<file path="src/rtl/conv_core_if.sv">
// rtl/conv_core_if.sv - memory-side and control bus of the 1-D convolution core
interface conv_core_if #(
    parameter int DATAWIDTH = 32,
    parameter int XADDR_W   = 5,
    parameter int YADDR_W   = 5,
    parameter int ZADDR_W   = 6
);
    logic                 start;
    logic [DATAWIDTH-1:0] dconfig;
    logic [XADDR_W-1:0]   x_addr;
    logic [DATAWIDTH-1:0] x_data;
    logic [YADDR_W-1:0]   y_addr;
    logic [DATAWIDTH-1:0] y_data;
    logic                 z_we;
    logic [ZADDR_W-1:0]   z_addr;
    logic [DATAWIDTH-1:0] z_data;
    logic                 busy;
    logic                 done;

    modport master (
        output start, dconfig, x_data, y_data,
        input  x_addr, y_addr, z_we, z_addr, z_data, busy, done
    );

    modport slave (
        input  start, dconfig, x_data, y_data,
        output x_addr, y_addr, z_we, z_addr, z_data, busy, done
    );
endinterface

</file>
<file path="src/rtl/conv_core.sv">
// rtl/conv_core.sv - 1-D convolution sequencer and MAC datapath
module conv_core #(
    parameter int DATAWIDTH = 32,
    parameter int XADDR_W   = 5,
    parameter int YADDR_W   = 5,
    parameter int ZADDR_W   = 6
) (
    input  logic         clk,
    input  logic         rst_a,
    input  logic         en_s,
    conv_core_if.slave   bus
);
    typedef enum logic [2:0] {S_IDLE, S_CALC, S_DRAIN, S_WRITE, S_DONE} state_t;

    state_t               state, state_nx;
    logic [4:0]           size_x, size_y;
    logic [ZADDR_W-1:0]   i_r;
    logic [XADDR_W-1:0]   j_r;
    logic [YADDR_W-1:0]   yj_r;
    logic [DATAWIDTH-1:0] acc;
    logic                 rd_v;

    logic [ZADDR_W-1:0]   sx_z, sy_z, i_next, jlo_next, jhi_cur;
    logic [DATAWIDTH-1:0] prod;
    logic                 last_j, last_i, zero_size;
    logic                 unused_cfg;

    assign unused_cfg = &{1'b0, bus.dconfig[DATAWIDTH-1:10]};

    assign sx_z      = ZADDR_W'(size_x);
    assign sy_z      = ZADDR_W'(size_y);
    assign i_next    = i_r + ZADDR_W'(1);
    assign jlo_next  = (i_next >= sy_z) ? (i_next - sy_z + ZADDR_W'(1)) : '0;
    assign jhi_cur   = (i_r < sx_z) ? i_r : (sx_z - ZADDR_W'(1));
    assign last_j    = (ZADDR_W'(j_r) == jhi_cur);
    assign last_i    = (i_r == (sx_z + sy_z - ZADDR_W'(2)));
    assign zero_size = (bus.dconfig[4:0] == 5'd0) || (bus.dconfig[9:5] == 5'd0);
    // Truncating multiply: only the low DATAWIDTH bits ever reach the accumulator.
    assign prod      = bus.x_data * bus.y_data;

    always_ff @(posedge clk or negedge rst_a) begin
        if (!rst_a) begin
            state <= S_IDLE;
        end else if (en_s) begin
            state <= state_nx;
        end
    end

    always_comb begin
        state_nx = state;
        case (state)
            S_IDLE:  if (bus.start) state_nx = zero_size ? S_DONE : S_CALC;
            S_CALC:  if (last_j) state_nx = S_DRAIN;
            S_DRAIN: state_nx = S_WRITE;
            S_WRITE: state_nx = last_i ? S_DONE : S_CALC;
            S_DONE:  state_nx = S_IDLE;
            default: state_nx = S_IDLE;
        endcase
    end

    // rd_v marks the cycle in which memory data for the previous issue is present.
    always_ff @(posedge clk or negedge rst_a) begin
        if (!rst_a) begin
            size_x <= '0;
            size_y <= '0;
            i_r    <= '0;
            j_r    <= '0;
            yj_r   <= '0;
            acc    <= '0;
            rd_v   <= 1'b0;
        end else if (en_s) begin
            rd_v <= (state == S_CALC);
            if (rd_v) begin
                acc <= acc + prod;
            end
            case (state)
                S_IDLE: begin
                    if (bus.start) begin
                        size_x <= bus.dconfig[4:0];
                        size_y <= bus.dconfig[9:5];
                        i_r    <= '0;
                        j_r    <= '0;
                        yj_r   <= '0;
                        acc    <= '0;
                    end
                end
                S_CALC: begin
                    if (!last_j) begin
                        j_r  <= j_r + XADDR_W'(1);
                        yj_r <= yj_r - YADDR_W'(1);
                    end
                end
                S_WRITE: begin
                    if (!last_i) begin
                        i_r  <= i_next;
                        j_r  <= XADDR_W'(jlo_next);
                        yj_r <= YADDR_W'(i_next - jlo_next);
                        acc  <= '0;
                    end
                end
                default: ;
            endcase
        end
    end

    // Addresses come straight from the index registers, so they hold outside CALC.
    assign bus.x_addr = j_r;
    assign bus.y_addr = yj_r;
    assign bus.z_we   = (state == S_WRITE);
    assign bus.z_addr = i_r;
    assign bus.z_data = acc;
    assign bus.done   = (state == S_DONE);
    assign bus.busy   = (state == S_CALC) || (state == S_DRAIN) || (state == S_WRITE);
endmodule

</file>
<file path="src/flat_wrapper.sv">
// flat-port wrapper written by rule: the top's interface ports become plain ports
module conv_core_flat 
#(
    parameter int DATAWIDTH = 32,
    parameter int XADDR_W   = 5,
    parameter int YADDR_W   = 5,
    parameter int ZADDR_W   = 6
)
  (clk, rst_a, en_s, bus_start, bus_dconfig, bus_x_data, bus_y_data, bus_x_addr, bus_y_addr, bus_z_we, bus_z_addr, bus_z_data, bus_busy, bus_done);
  conv_core_if #(.DATAWIDTH(DATAWIDTH), .XADDR_W(XADDR_W), .YADDR_W(YADDR_W), .ZADDR_W(ZADDR_W)) bus_i ();
  input  logic clk;
  input  logic rst_a;
  input  logic en_s;
  input wire logic [$bits(bus_i.start)-1:0] bus_start;
  input wire logic [$bits(bus_i.dconfig)-1:0] bus_dconfig;
  input wire logic [$bits(bus_i.x_data)-1:0] bus_x_data;
  input wire logic [$bits(bus_i.y_data)-1:0] bus_y_data;
  output wire logic [$bits(bus_i.x_addr)-1:0] bus_x_addr;
  output wire logic [$bits(bus_i.y_addr)-1:0] bus_y_addr;
  output wire logic [$bits(bus_i.z_we)-1:0] bus_z_we;
  output wire logic [$bits(bus_i.z_addr)-1:0] bus_z_addr;
  output wire logic [$bits(bus_i.z_data)-1:0] bus_z_data;
  output wire logic [$bits(bus_i.busy)-1:0] bus_busy;
  output wire logic [$bits(bus_i.done)-1:0] bus_done;
  assign bus_i.start = bus_start;
  assign bus_i.dconfig = bus_dconfig;
  assign bus_i.x_data = bus_x_data;
  assign bus_i.y_data = bus_y_data;
  assign bus_x_addr = bus_i.x_addr;
  assign bus_y_addr = bus_i.y_addr;
  assign bus_z_we = bus_i.z_we;
  assign bus_z_addr = bus_i.z_addr;
  assign bus_z_data = bus_i.z_data;
  assign bus_busy = bus_i.busy;
  assign bus_done = bus_i.done;
  conv_core #(.DATAWIDTH(DATAWIDTH), .XADDR_W(XADDR_W), .YADDR_W(YADDR_W), .ZADDR_W(ZADDR_W)) u_core (.clk(clk), .rst_a(rst_a), .en_s(en_s), .bus(bus_i));
endmodule
</file>
<file path="config.mk">
export PLATFORM = sky130hd
export DESIGN_NAME = conv_core_flat
export DESIGN_NICKNAME = d
export VERILOG_FILES = /design/src/rtl/conv_core_if.sv /design/src/rtl/conv_core.sv /design/src/flat_wrapper.sv
export SDC_FILE = /design/constraint.sdc
export NUM_CORES = 1
export LEC_CHECK = 0
export CAP_MARGIN = 25
export CORE_MARGIN = 2
export CORE_UTILIZATION = 40
export DETAILED_ROUTE_END_ITERATION = 10
export GPL_TIMING_DRIVEN = 0
export PLACE_DENSITY_LB_ADDON = 0.08
export SLEW_MARGIN = 10
export SYNTH_ARGS = -nofsm -noshare
export SYNTH_HDL_FRONTEND = slang
export SYNTH_SLANG_ARGS = --single-unit
</file>
<file path="constraint.sdc">
create_clock -name clk -period 6.3 [get_ports clk]
set_input_delay 1.89 -clock clk [delete_from_list [all_inputs] [get_ports clk]]
set_output_delay 1.89 -clock clk [all_outputs]
set_load 0.05 [all_outputs]
</file>
==> results of run 1 <==
## worst paths after layout
kind / cells after the start / end / startpoint / slack (ns)
max in group asynchronous: 2 / u_core.bus.z_data[18] / rst_a / 4.36
max: 24 / u_core.bus.z_data[30] / bus_y_data[5] / -2.13
min reg2reg: 2 / u_core.bus.z_data[7] / u_core.bus.z_data[7] / 0.51
min: 2 / u_core.bus.z_data[7] / u_core.bus.z_data[7] / 0.51
max reg2reg: 23 / u_core.bus.z_data[30] / u_core.bus.z_data[21] / -0.64
min in group asynchronous: 1 / u_core.bus.z_addr[3] / rst_a / 1.39
## registers in the layout, indices dropped and copies added, names as in the netlist
| name | flops |
|---|---|
| u_core.state | 3 |
| u_core.size_y | 5 |
| u_core.bus.z_data | 32 |
| u_core.bus.y_addr | 5 |
| u_core.bus.x_addr | 5 |
| u_core.size_x | 5 |
| u_core.bus.z_addr | 6 |
| u_core.rd_v | 1 |
## area by class of cell
cell class	count	area, sq um
Antenna cell	2	5.005
Buffer	102	1274
Clock buffer	11	252.7
Clock inverter	4	55.05
Fill cell	4932	25580
Inverter	532	1999
Multi-Input combinational cell	1588	17410
Sequential cell	62	1551
Tap cell	680	850.8
Timing Repair Buffer	228	2121
## routing by layer
layer / GRT usage / part of all wire
met2: 0.4278 / 0.46
met3: 0.06596 / 0.075
met5: 0.002757 / 0
met1: 0.3800 / 0.43
met4: 0.09335 / 0.038
## cell families (layout without fill, tap and decap cells)
kind of cell             count (synthesis)  after routing  synth area share
XOR/XNOR                               112            112           0.04768
AO/OA/AOI/OAI                          195            195           0.06173
flip-flops                              62             62           0.07541
adder cells (fa/ha/maj)                596            596            0.5237
other                                    0              2                 0
multiplexers                             8              8          0.003953
AND/OR/NAND/NOR                        677            677            0.1694
buffers and inverters                  640            877            0.1181
## cells in the mapped netlist, drive strengths merged, types with 12 or more instances
| library cell | n | area share |
|---|---|---|
| a21oi | 39 | 0.0097 |
| xnor2 | 79 | 0.034 |
| fa | 442 | 0.43 |
| o21ai | 65 | 0.017 |
| xor2 | 33 | 0.014 |
| and2 | 319 | 0.097 |
| clkbuf | 98 | 0.018 |
| a21o | 22 | 0.0080 |
| inv | 531 | 0.097 |
| ha | 154 | 0.094 |
| nand2 | 285 | 0.052 |
| a211oi | 12 | 0.0044 |
| dfrtp | 62 | 0.075 |
| nor2 | 23 | 0.0043 |
## what timing repair did
action,CTS,global route
cloned,2,1
gates resized for setup,443,164
hold endpoints to repair,0,0
pin swaps,91,145
setup endpoints to repair,27,23
setup buffers,69,38
## through the flow
stage | utilization | cell area (sq um) | instances | hold WS, ns
finish | 0.4994 | 25520 | 3209 | 0.5130
floorplan | - | 20950 | 2290 | 0.5040
global route | 0.4993 | 25510 | 3208 | 0.5427
global placement | 0.4503 | 23010 | 3090 | 0.5076
CTS | 0.4876 | 24910 | 3175 | 0.5199
detailed placement | 0.4508 | 23030 | 3091 | 0.5033
## layout by cell type (no fill, tap or decap), types with 5 or more instances in the layout
| cell | synthesis | layout |
|---|---|---|
| buf_6 | 2 | 41 |
| a21oi_1 | 38 | 24 |
| fa_1 | 442 | 427 |
| inv_1 | 531 | 493 |
| nand2b_1 | 6 | 6 |
| clkbuf_16 | 0 | 28 |
| xnor2_2 | 0 | 6 |
| clkdlybuf4s50_1 | 0 | 79 |
| nand3_1 | 10 | 10 |
| mux2i_1 | 7 | 7 |
| buf_8 | 0 | 19 |
| a211oi_1 | 12 | 10 |
| clkbuf_4 | 0 | 14 |
| o21ai_0 | 55 | 30 |
| clkbuf_8 | 0 | 19 |
| a21oi_4 | 0 | 5 |
| a31oi_1 | 9 | 8 |
| nand2_1 | 285 | 281 |
| and2_1 | 319 | 294 |
| ha_4 | 0 | 26 |
| clkbuf_2 | 0 | 12 |
| nor2_1 | 22 | 21 |
| dfrtp_1 | 62 | 62 |
| buf_2 | 4 | 11 |
| and2_4 | 0 | 25 |
| ha_1 | 154 | 127 |
| xor2_1 | 33 | 32 |
| nor3_1 | 8 | 7 |
| o21ai_1 | 8 | 26 |
| fa_2 | 0 | 15 |
| a21o_1 | 22 | 22 |
| xnor2_1 | 79 | 71 |
| buf_12 | 0 | 5 |
| clkbuf_1 | 98 | 16 |
| o21ai_2 | 0 | 5 |
| buf_4 | 2 | 90 |
| inv_2 | 0 | 37 |
| a21oi_2 | 1 | 10 |
## worst register-to-register path, cell delays in order (launching register included)
cell and delay, ns:
dfrtp_1 0.46, inv_1 0.10, fa_1 0.51, fa_1 0.54, inv_1 0.05, fa_1 0.52, inv_2 0.06, fa_1 0.49
inv_1 0.06, fa_1 0.46, fa_1 0.49, fa_2 0.60, inv_2 0.05, fa_1 0.55, inv_2 0.05, ha_4 0.26
a31oi_4 0.18, o21ai_2 0.09, or4_4 0.43, a21oi_4 0.16, o31a_1 0.25, o31ai_2 0.11, xnor2_1 0.25, o21ai_1 0.09
==> metrics.txt, run 1 <==
total negative slack -33.97 ns; Distinct cells, synth 65; fin crit period ~8.4 ns; via count 16200; total CTS buffers 9; first-pass GRT wire length 107.8 mm; Worst Setup End Kind register; Slew @ Worst Pin 0.7097 ns; gr usage total 0.2764; Worst slew margin 0.5251; WS Path Type in2reg; Yosys Warn Count 0; FMAX 118.7 MHz; async set-or-reset flop fraction in the synthesized netlist 1.000; Synth Flop Type dfrtp_1; syn nets 2986; final clock period utilization by the worst path 1.338; DRC 0; routed wire length 71.93 mm; CTS tree built; Synth Area per Inst 8.984 sq um; initial antenna violation count 4; post-synthesis sequential area ratio 0.07541; Longest Clk Path Bufs 2; Worst path slowest cell fa_2; CP peak stage delay 0.60 ns; Startpoint Class primary input; worst skew pair latency 0.35 ns; RSZ-0062 raised after global routing yes; GP Congestion 0.8818; DR WL/cell roughly 22 um; Starting Density 0.4027; Synth Cell Area 20570 sq um; Starting DRT DRC Count 1112; Post-Syn Instances roughly 2300; Post-synth EDFFs 0; worst setup margin -2.127 ns; CP Cell Sequence buf_4 > buf_4 > and2_1 > fa_1 > fa_1 > fa_1 > inv_1 > fa_1 > inv_1 > fa_1 > fa_1 > fa_2 > inv_2 > fa_1 > inv_2 > ha_4 > a31oi_4 > o21ai_2 > or4_4 > a21oi_4 > o31a_1 > o31ai_2 > xnor2_1 > o21ai_1; H-tree lvl count 3; CP delay by family, top adder cells; critical path data arrival time 8.63 ns; vias in the first global route 17470; clk root buf clkbuf_16; Clock Skew 0.01077 ns; Final ANT Viol Nets 0; Hold-fix buffers, CTS 0; MaxCap Viol Count 0; FF+latch count, synth a little over 60; die width approximately 230 um; clock-pin slew on the worst setup and hold paths around 0.060 ns; share of cells above drive strength 1 0.1638; Rows 83; setup violators final 23; WP buf/inv 6; vias per cell 5.047; gr ovfl total 0; CP dominant cell by count fa_1; outcome finished with violations; largest net degree at the start of global routing 50; max-slew violations 0; CTS sink cnt between 60 and 70; num ports between 150 and 200; Area growth syn-to-layout 24.02%; Final nets 3219; hold crit path type reg2reg; worst path required time 6.51 ns; Worst Path Max Fanout 10; DIE AREA 53260 sq um; violated checks setup timing; die height 230.8 um; Place WS -3.853 ns; Hold Fails Final Rpt 0; Detailed Place HPWL 57.89 mm; DR pass1 iterations 5; Port Buf Inserts 120; core area 51090 sq um
Power of run 1 is left out: the tool's default activity adds up to more than one toggle a clock period on the data nets, which glitch-free logic cannot reach.
==> inputs of run 2 (changes only) <==
PLACE_DENSITY_LB_ADDON = 0.2   (was 0.08)
==> metrics.txt, run 2 (synthesis gave the netlist of run 1 again) <==
DRC 0 (unchanged); CTS sink cnt 62 (unchanged); Area growth syn-to-layout 22.73%; gr usage total 0.2688 (-0.007566); CTS tree built; routed wire length 69.57 mm (-3.3%); Critical Path Sink u_core.bus.z_data[29]; share of cells above drive strength 1 0.1656 (+0.001774); max-slew violations 0 (unchanged); Detailed Place HPWL 56.35 mm (-2.7%); max reg flops 32 (unchanged); CP peak stage delay 0.58 ns (-0.02 ns); total CTS buffers 9 (unchanged); Starting Density 0.4027 (unchanged); DR WL/cell 21.77 um (-2.9%); worst path required time 6.56 ns (+0.05 ns); vias per cell 5.038 (-0.19%); worst setup margin -2.106 ns (+0.02045 ns); final clock period utilization by the worst path 1.334 (-0.003246); WS Path Type in2reg; WP buf/inv 9 (+3); Rows 83 (unchanged); Final nets 3203 (-0.50%); core area 51090 sq um (unchanged); Longest Clk Path Bufs 2 (unchanged); clk root buf clkbuf_16; Worst path slowest cell fa_1; vias in the first global route 17240 (-1.3%); DR pass1 iterations 5 (unchanged); most common cell after layout, fill and taps aside inv_1; hold crit path type reg2reg; num ports 151 (unchanged); FF-to-FF path depth 24 (+4.3%); CP delay by family, top adder cells; critical path data arrival time 8.67 ns (+0.04 ns); setup violators final 23 (unchanged); DIE AREA 53260 sq um (unchanged); worst skew pair latency 0.35 ns (about the same); Startpoint Class primary input; CP dominant cell by count fa_1; Slew @ Worst Pin 0.7079 ns (-0.001782 ns); H-tree lvl count 3 (unchanged); clock-pin slew on the worst setup and hold paths 0.07 ns (about the same); total negative slack -33.50 ns (+0.4684 ns); FMAX 119.0 MHz (+0.24%); Worst Path Max Fanout 6 (-4); outcome finished with violations; Hold Fails Final Rpt 0 (unchanged); die width 230.8 um (unchanged); most frequent cells in the layout 480 x inv_1, 421 x fa_1, 295 x and2_1, 282 x nand2_1, 125 x ha_1; Final ANT Viol Nets 0 (unchanged); Worst Setup End Kind register; Reg2Reg Setup Slack -0.60 ns (+0.04 ns); fin crit period 8.406 ns (-0.02045 ns); die height 230.8 um (unchanged); gr ovfl total 0 (unchanged); Starting DRT DRC Count 971 (-13%); violated checks setup timing; Crit. Startpoint bus_x_data[12]; Port Buf Inserts 120 (unchanged); Clock Skew 0.01123 ns (+0.0004651 ns); initial antenna violation count 2 (-2); Worst slew margin 0.5281 (+0.002935); MaxCap Viol Count 0 (unchanged); largest net degree at the start of global routing 57 (+14%); GP Congestion 0.9451 (+7.2%); first-pass GRT wire length 105.9 mm (-1.8%); RSZ-0062 raised after global routing yes; Levels on crit path 27 (+13%); via count 16100 (-0.63%); reg-to-reg startpoint u_core.bus.z_data[22]; RR Endpoint u_core.bus.z_data[29]
## run 2: worst min path at each step
| stage | start | endpoint | slack, ns | cells after the start |
|---|---|---|---|---|
| after floorplan | u_core.rd_v | u_core.rd_v | 0.50 | 1 |
| after global placement | u_core.bus.z_data[14] | u_core.bus.z_data[14] | 0.50 | 2 |
| after detailed placement | u_core.bus.z_data[25] | u_core.bus.z_data[25] | 0.50 | 2 |
| after CTS | u_core.bus.z_data[7] | u_core.bus.z_data[7] | 0.52 | 2 |
| after global routing | u_core.bus.z_data[29] | u_core.bus.z_data[29] | 0.57 | 2 |
| final | u_core.bus.z_data[25] | u_core.bus.z_data[25] | 0.52 | 2 |
## run 2: tightest hold or removal path: stages (launching register included)
cell     delay [ns]
dfrtp_1        0.37
nand2_1        0.05
o21ai_0        0.07
## run 2: cell type report
cell class / count / area, sq um
Fill cell: 4890 / 25840
Buffer: 102 / 1160
Tap cell: 680 / 850.8
Timing Repair Buffer: 212 / 1952
Clock inverter: 7 / 102.6
Inverter: 532 / 2001
Multi-Input combinational cell: 1588 / 17400
Sequential cell: 62 / 1551
Clock buffer: 9 / 225.2
Antenna cell: 3 / 7.507
## run 2: routing by layer
layer	track usage	vias to the layer above	part of all wire
met5	0	-	0
met4	0.08165	0	0.034
met3	0.06670	95	0.086
met2	0.4270	577	0.46
met1	0.3625	8225	0.42
li1	-	7198	-
## run 2: metrics by stage
stage	area (sq um)	utilization	hold slack [ns]	setup WS (ns)	instances
2_1_floorplan	20950	-	0.5040	-1.896	2290
3_3_place_gp	23010	0.4503	0.5039	-3.560	3090
3_5_place_dp	23030	0.4508	0.5045	-3.569	3091
4_1_cts	24730	0.4840	0.5205	-2.273	3168
5_1_grt	25240	0.4940	0.5717	-2.306	3192
6_report	25250	0.4942	0.5214	-2.106	3195
## run 2: what timing repair did
item,in CTS,in global routing
endpoints found under the setup margin,27,24
pin swaps,71,132
cloned,1,0
hold buffers,0,0
buffers inserted,62,30
resized for setup,390,178
Power of run 2 is left out for the same reason.
